<file path="src/rtl/cnt_onehot_updn_n_pkg.sv">
// Shared definitions for the one-hot up/down counter: direction encodings,
// the per-cycle action decode and the index-width helper.
package cnt_onehot_updn_n_pkg;

  // Direction encodings for the inc input.
  localparam logic DIR_UP = 1'b1;
  localparam logic DIR_DN = 1'b0;

  // What the counter does on a given cycle, once reset is excluded.
  typedef enum logic [1:0] {
    ACT_HOLD,
    ACT_STEP,
    ACT_LOAD,
    ACT_RECOVER
  } act_e;

  // Ceiling log2 with a minimum of 1, so an index port always has a bit.
  function automatic int clog2_min1(input int n);
    int w;
    w = 1;
    while ((1 << w) < n) w++;
    return w;
  endfunction

endpackage

</file>
<file path="src/rtl/cnt_onehot_updn_n_onehot2bin.sv">
// One-hot to binary encoder with a validity flag (exactly one bit set).
// Drives both the binary index output and illegal-state detection.
module onehot2bin #(
  parameter int N  = 5,
  parameter int IW = 3
) (
  input  logic [N-1:0]  onehot,
  output logic [IW-1:0] bin,
  output logic          valid
);

  logic seen;
  logic multi;

  // Scan all bits: OR together the indices of set bits and flag 0 or >1 set.
  always_comb begin
    // NOTE: every variable gets a default before any conditional update, so no
    // path leaves it unassigned and no latch is inferred.
    bin   = '0;
    seen  = 1'b0;
    multi = 1'b0;
    for (int i = 0; i < N; i++) begin
      if (onehot[i]) begin
        if (seen) multi = 1'b1;
        seen = 1'b1;
        bin  = bin | IW'(i);
      end
    end
    valid = seen & ~multi;
  end

endmodule

</file>
<file path="src/rtl/cnt_onehot_updn_n.sv">
// N-state one-hot up/down counter with enable, synchronous load, optional
// saturation at the end stops, binary index output and recovery from any
// illegal (non one-hot) register contents.
module cnt_onehot_updn_n
  import cnt_onehot_updn_n_pkg::*;
#(
  parameter int  N        = 5,
  parameter bit  SATURATE = 1'b0,
  localparam int IW       = clog2_min1(N)
) (
  input  logic          clk,
  input  logic          rb,
  input  logic          en,
  input  logic          inc,
  input  logic          load,
  input  logic [IW-1:0] load_idx,
  output logic [N-1:0]  cnt,
  output logic [IW-1:0] idx,
  output logic          wrap,
  output logic          sat,
  output logic          err
);

  localparam logic [N-1:0] STATE0 = N'(1);

  logic [N-1:0] cnt_q, cnt_d;
  logic         wrap_q, wrap_d;
  logic         sat_q, sat_d;
  logic         err_q, err_d;

  logic         cnt_valid;
  act_e         act;
  logic [N-1:0] rot_up;
  logic [N-1:0] rot_dn;
  logic         end_hit;

  // The single encoder serves both the index output and the legality check.
  onehot2bin #(
    .N  (N),
    .IW (IW)
  ) u_enc (
    .onehot (cnt_q),
    .bin    (idx),
    .valid  (cnt_valid)
  );

  // Pick this cycle's action: recovery beats load, load beats enable.
  always_comb begin
    act = ACT_HOLD;
    if (!cnt_valid)  act = ACT_RECOVER;
    else if (load)   act = ACT_LOAD;
    else if (en)     act = ACT_STEP;
  end

  // Next state from a rotate of the current one-hot vector; end stops masked
  // when saturating.
  always_comb begin
    rot_up  = {cnt_q[N-2:0], cnt_q[N-1]};
    rot_dn  = {cnt_q[0], cnt_q[N-1:1]};
    end_hit = (inc == DIR_UP) ? cnt_q[N-1] : cnt_q[0];

    cnt_d  = cnt_q;
    wrap_d = 1'b0;
    err_d  = 1'b0;

    unique case (act)
      ACT_RECOVER: begin
        cnt_d = STATE0;
        err_d = 1'b1;
      end
      ACT_LOAD: begin
        if (int'(load_idx) < N) begin
          cnt_d = STATE0 << load_idx;
        end else begin
          cnt_d = STATE0;
          err_d = 1'b1;
        end
      end
      ACT_STEP: begin
        if (end_hit && SATURATE) begin
          cnt_d = cnt_q;
        end else begin
          cnt_d  = (inc == DIR_UP) ? rot_up : rot_dn;
          wrap_d = end_hit;
        end
      end
      default: cnt_d = cnt_q;
    endcase

    // Saturation level reflects the new state against the current direction.
    sat_d = SATURATE && ((inc == DIR_DN) ? cnt_d[0] : cnt_d[N-1]);
  end

  // State and flag registers with synchronous active-high reset.
  always_ff @(posedge clk) begin
    // NOTE: sequential state uses non-blocking assignments so every register
    // samples the pre-edge values regardless of statement order.
    if (rb) begin
      cnt_q  <= STATE0;
      wrap_q <= 1'b0;
      sat_q  <= 1'b0;
      err_q  <= 1'b0;
    end else begin
      cnt_q  <= cnt_d;
      wrap_q <= wrap_d;
      sat_q  <= sat_d;
      err_q  <= err_d;
    end
  end

  assign cnt  = cnt_q;
  assign wrap = wrap_q;
  assign sat  = sat_q;
  assign err  = err_q;

endmodule

</file>
<file path="config.mk">
export PLATFORM = sky130hd
export DESIGN_NAME = cnt_onehot_updn_n
export DESIGN_NICKNAME = d
export VERILOG_FILES = /design/src/rtl/cnt_onehot_updn_n_pkg.sv /design/src/rtl/cnt_onehot_updn_n_onehot2bin.sv /design/src/rtl/cnt_onehot_updn_n.sv
export SDC_FILE = /design/constraint.sdc
export NUM_CORES = 1
export LEC_CHECK = 0
export CAP_MARGIN = 20
export CORE_MARGIN = 3
export CORE_UTILIZATION = 43
export DETAILED_ROUTE_END_ITERATION = 12
export PLACE_DENSITY = 0.8
export SYNTH_ARGS = -nofsm -noshare
export SYNTH_HDL_FRONTEND = slang
export SYNTH_SLANG_ARGS = --single-unit
</file>
<file path="constraint.sdc">
create_clock -name clk -period 2.9 [get_ports clk]
set_input_delay 0.58 -clock clk [delete_from_list [all_inputs] [get_ports clk]]
set_output_delay 0.58 -clock clk [all_outputs]
set_load 0.01 [all_outputs]
</file>
### Word-level counts from Yosys, hierarchy flattened

Cells that the tools add are included.

* bits in registers: 7
* bits in latches: 0
* RAM bits: 0
* ROM bits: 0
* bits of input ports: 8
* output and inout port bits: 11
* logic and storage cells: 39
* memories kept: 0

* $add $sub $neg: 0
* multiply operators: 0
* divide/modulo/power cells: 0
* magnitude comparators: 1
* eq/ne operators: 3
* shift operators: 1
* multiplexer cells: 26
* bitwise operators: 3
* reduce and logical (&&, ||, !) cells: 2

Operators by type and width (number)
* two-way mux 1 bit: 17
* case mux 5 bit (3 select lines): 1
* two-way mux 5 bit: 2
* two-way mux 2 bit: 4
* << shifter 1 x 3 -> 5 bit, first input constant: 1
* equality test 2 bit, second input constant: 2
* < comparator 3 bit, second input constant: 1
* two-way mux 3 bit: 1
* nonzero test 3 bit: 1
* equality test 2 x 1 -> 1 bit, second input constant: 1
* NOT 1 bit: 2
* case mux 1 bit (2 select lines): 1
* OR reduction 2 bit: 1
* AND 1 bit: 1

### Longest topological paths before layout

* depth after elaboration: 15
* gate-level depth with buffers: 8
* depth with buffers taken out: 7

### By module

Synthesis repeated with hierarchy kept, for this count alone.

* cells, all modules: 64
* area, all modules: 561.8 µm²

By module, submodules not included
* cnt_onehot_updn_n: times used 1, cells each 53, area each 491.7 µm², seq. area each 140.1 µm²
* onehot2bin: times used 1, cells each 11, area each 70.1 µm², seq. area each 0.0 µm²

### Worst setup path before layout

Ideal clock, no wire load.

* kind: register -> register
* from: reg cnt_q[0] (netlist: cnt[0])
* to: reg cnt_q[0] (netlist: cnt[0])
* setup time: 0.121 ns
* data arrival time: 2.082 ns
* required time: 2.779 ns
* path slack: 0.697 ns
* cell stages (with the launch flop): 9
* buffers on the path: 1
* clock period less this slack: 2.203 ns
* cell sequence: dfxtp_1 > buf_4 > or3b_1 > a2bb2oi_1 > a22oi_1 > ha_1 > or3_1 > a21oi_1 > a21oi_1

* word-level cells in the longest chain between the ends: 14
* elaborated cells between the ends (all ways): 21
* those cells by class: 3 x eq/ne; 15 x mux; 2 x bitwise; 1 x reduce/logical

Ends and longest elaborated chain
* start: declaration: line cnt_onehot_updn_n.sv:26 `logic [N-1:0] cnt_q, cnt_d;`
* start signal: assignment: line cnt_onehot_updn_n.sv:104 `cnt_q <= cnt_d;`
* two-way mux 1 bit *: line cnt_onehot_updn_n_onehot2bin.sv:23 `if (onehot[i]) begin`
* two-way mux 1 bit: line cnt_onehot_updn_n_onehot2bin.sv:24 `if (seen) multi = 1'b1;`
* two-way mux 1 bit: line cnt_onehot_updn_n_onehot2bin.sv:23
* two-way mux 1 bit: line cnt_onehot_updn_n_onehot2bin.sv:24
* two-way mux 1 bit: line cnt_onehot_updn_n_onehot2bin.sv:23
* two-way mux 1 bit: line cnt_onehot_updn_n_onehot2bin.sv:24
* two-way mux 1 bit: line cnt_onehot_updn_n_onehot2bin.sv:23
* two-way mux 1 bit: line cnt_onehot_updn_n_onehot2bin.sv:24
* two-way mux 1 bit: line cnt_onehot_updn_n_onehot2bin.sv:23
* NOT 1 bit: line cnt_onehot_updn_n_onehot2bin.sv:29 `valid = seen & ~multi;`
* AND 1 bit *: line cnt_onehot_updn_n_onehot2bin.sv:29
* two-way mux 2 bit *: line cnt_onehot_updn_n.sv:50 `if (!cnt_valid) act = ACT_RECOVER;`
* equality test 2 x 1 -> 1 bit / equality test 2 bit (equally long branches): line cnt_onehot_updn_n.sv:66 `unique case (act)`
* case mux 5 bit (3 select lines) / nonzero test 3 bit (equally long branches)

Every way passes the cells marked *; elsewhere a longest branch is shown, timed or not.
A chain may end at the register's enable or synchronous reset.

### Final worst setup path

Same ends and word-level chain as after synthesis.

==> flow_summary_export.csv <==
group,metric,value,unit
cts,tritoncts.num_buffers,3,
drt,m1WireLength,621,um
global_routing,total_congestion_overflow_after_global_routing,0,
drt,routed.top_layer,"met3",
placed_design,portBuffers,17,
logic_synthesis,synth_area,569,sq um
floorplan,die_h,42.4,um
timing,finalSetupViolCount,0,
outcome,status,"finished, final reports clean",
timing,maxClockFrequency,0.423,GHz
logic_synthesis,synth-edff-count,0,
drt,viasPerCell,5.95,
cells_and_area,antenna_cells_inserted,0,
cells_and_area,finish.cell_count_without_fillers,96,
power,power_density,620,nW/um^2
setup_path,worstSetupStartpointType,"flip-flop",
placed_design,dp_hpwl,1040,um
cts,postCtsSetupRepairBufs,0,
logic_synthesis,syn-num-nets,77,
floorplan,chipWidth,42.4,um
setup_path,path_cells,"or3b_1 -> a2bb2oi_1 -> a22oi_1 -> ha_1 -> or3_1 -> a21oi_1 -> a21oi_1",
drt,wl_met2,714,um
logic_synthesis,async_set_reset_flop_share_out_of_synthesis,0,%
setup_path,worst_setup_path_end_kind,"flip-flop",
timing,layout_min_cycle_time,2.36,ns
drt,detail_route.iter0.violations,16,
drt,detail_route.first_pass.iterations,4,
floorplan,io_pins,19,
timing,grt_setup_unrepaired,"no",
power,vdd_drop_max,435,uV
setup_path,critPathSlowestCell,"dfxtp_1",
cells_and_area,final_layout_size_suffix_gt1_share,13.4,%
setup_path,critical_path_class,"reg2reg",
cts,clockRootBuffer,"clkbuf_4",
drt,detail-route-antenna-nets,0,
timing,setup-tns-final,0,ns
setup_path,cp.buffers_inverters,0,
global_routing,grt_use_total,17.0,%
setup_path,required_time_reported_for_the_critical_path_endpoint,3.04,ns
cts,clock_path_buffers,2,
placed_design,placedCellCount,92,
timing,hold_viol,0,
logic_synthesis,warnings_synthesis,0,
cells_and_area,final.fill_count,114,
global_routing,antenna_found_initial,0,
logic_synthesis,postSynthAreaPerCell,8.76,sq um
logic_synthesis,synth_largest_type_area_fraction,24.6,%
power,power,0.000469,W
timing,fin_worst_hold_slack,0.586,ns
cts,tritoncts_num_sinks,7,
logic_synthesis,synth_top_cells_by_area,"dfxtp_1 25%, mux2_2 9.9%, ha_1 8.8%, a32oi_1 6.2%, o22ai_1 4.4%",
hold_path,min_path_type,"reg2reg",
timing,min_period_over_period,81.5,%
cts,hold_buffer_count_at_cts,0,
logic_synthesis,synth_seq_area_share,24.6,%
drt,met3_length,103,um
global_routing,first_pass_grt_wire_length,2340,um
floorplan,initial_utilization,48.6,%
logic_synthesis,post_synth_cell_types,30,
logic_synthesis,yosys.cell_count.top_type,"dfxtp_1",
timing,final-max-slew-violation-count,0,
cells_and_area,syn2layout_area_growth,32.7,%
cells_and_area,fin_util,64.5,%
logic_synthesis,synthCells,65,
floorplan,die_area,1800,sq um
floorplan,core.rowCount,12,
setup_path,crit_family,"simple AND/OR/NAND/NOR gates",
drt,avgRoutedWirePerCell,15.0,um
cts,clk_transition_reported_paths,0.05,ns
global_routing,grt_pass1_vias,522,
logic_synthesis,yosysTopAreaCell,"dfxtp_1",
placed_design,finalWeightedCongestion,0.828,
logic_synthesis,yosys_register_bits,7,
setup_path,crit_path_max_fanout,11,
cts,ctsHtreeMaxLevel,1,
logic_synthesis,synth_top_flop_cell,"dfxtp_1",
drt,drc,0,
floorplan,fp.coreArea,1170,sq um
cts,post_cts.resized_instances,0,
power,power.leakage,0.311,nW
global_routing,pin_count_of_the_biggest_net_entering_global_routing,12,
setup_path,worst-endpoint-arrival,2.50,ns
cts,clock_insertion_delay_worst_skew,0.25,ns
job,drv.max_cap_violation_count,0,
drt,sum_of_routed_wire_length_over_all_layers,1440,um
cts,cts_tree,"yes",
timing,clock_skew,0.000400,ns
logic_synthesis,synth.top_cells.by_count,"7 x dfxtp_1, 5 x mux2_2",
setup_path,crit_top_cell,"a21oi_1",
cells_and_area,number_of_nets_at_the_end_of_the_flow,95,
setup_path,critical-path-max-stage-delay,0.51,ns
drt,via_count,571,
==> through the flow <==
step / worst slack [ns] / cell area [sq um]
2_1_floorplan: 0.697 / 569
3_5_place_dp: 0.382 / 729
4_1_cts: 0.531 / 756
6_report: 0.535 / 756
5_1_grt: 0.413 / 756
3_3_place_gp: 0.410 / 729
==> worst paths after layout <==
kind                            slack, ns  endpoint  startpoint  depth (start not counted)
worst min-delay path                 0.59    cnt[2]      cnt[2]                          2
worst min register to register       0.59    cnt[2]      cnt[2]                          2
worst max register to register       0.54    cnt[0]      cnt[0]                          7
worst max-delay path                 0.54    cnt[0]      cnt[0]                          7
==> cell type report <==
type | count | area, sq um | share of cell area [%]
repair buffers | 17 | 170 | 22.5
flip-flops and latches | 7 | 140 | 18.5
inverters | 3 | 11.3 | 1.49
well taps | 14 | 17.5 | 2.32
clock buffers | 4 | 26.3 | 3.48
multi-input cells | 51 | 390 | 51.7
==> cells by family after synthesis <==
family                     count (synthesis)  share of synthesized area [%]
xor gates and xnor gates                   1                           1.54
buffers and inverters                      7                           6.81
and+or+nand+nor                           18                           18.5
DFF                                        7                           24.6
muxes                                      6                           11.6
adders and majority gates                  4                           8.79
other                                      1                          0.659
AOI/OAI and AO/OA                         21                           27.5
==> power breakdown <==
group          switching, W  internal, W  leakage (nW)  total [W]
clock             0.0000371    0.0000526        0.0150  0.0000897
sequential        0.0000242     0.000112        0.0569   0.000136
combinational      0.000117     0.000126         0.240   0.000243
total              0.000179     0.000290         0.311   0.000469
==> registers in the layout, indices dropped and copies added (netlist names) <==
signal,cells
cnt,5
err,1
wrap,1
==> layer usage <==
metal | up-vias | GRT usage (%)
met5 | - | 0
met4 | 0 | 0.621
met3 | 0 | 8.58
met2 | 23 | 27.7
met1 | 268 | 21.0
li1 | 280 | -
==> worst register-to-register path, delay by kind of cell, from the launching register on <==
kind,cells,cell delay [ns]
AO/OA/AOI/OAI,4,0.66
AND/OR/NAND/NOR,2,0.82
flip-flops,1,0.51
adder cells (fa/ha/maj),1,0.28
==> cell usage in the layout, fill, tap and decap left out, drive strengths merged, types with 3 or more instances in the layout <==
master / instances
a21oi: 4
a32oi: 4
clkbuf: 4
clkdlybuf4s50: 17
dfxtp: 7
ha: 4
inv: 3
mux2: 5
nand2: 4
o22ai: 4
or2: 3
Note: power is estimated with default switching activity, not from simulation.
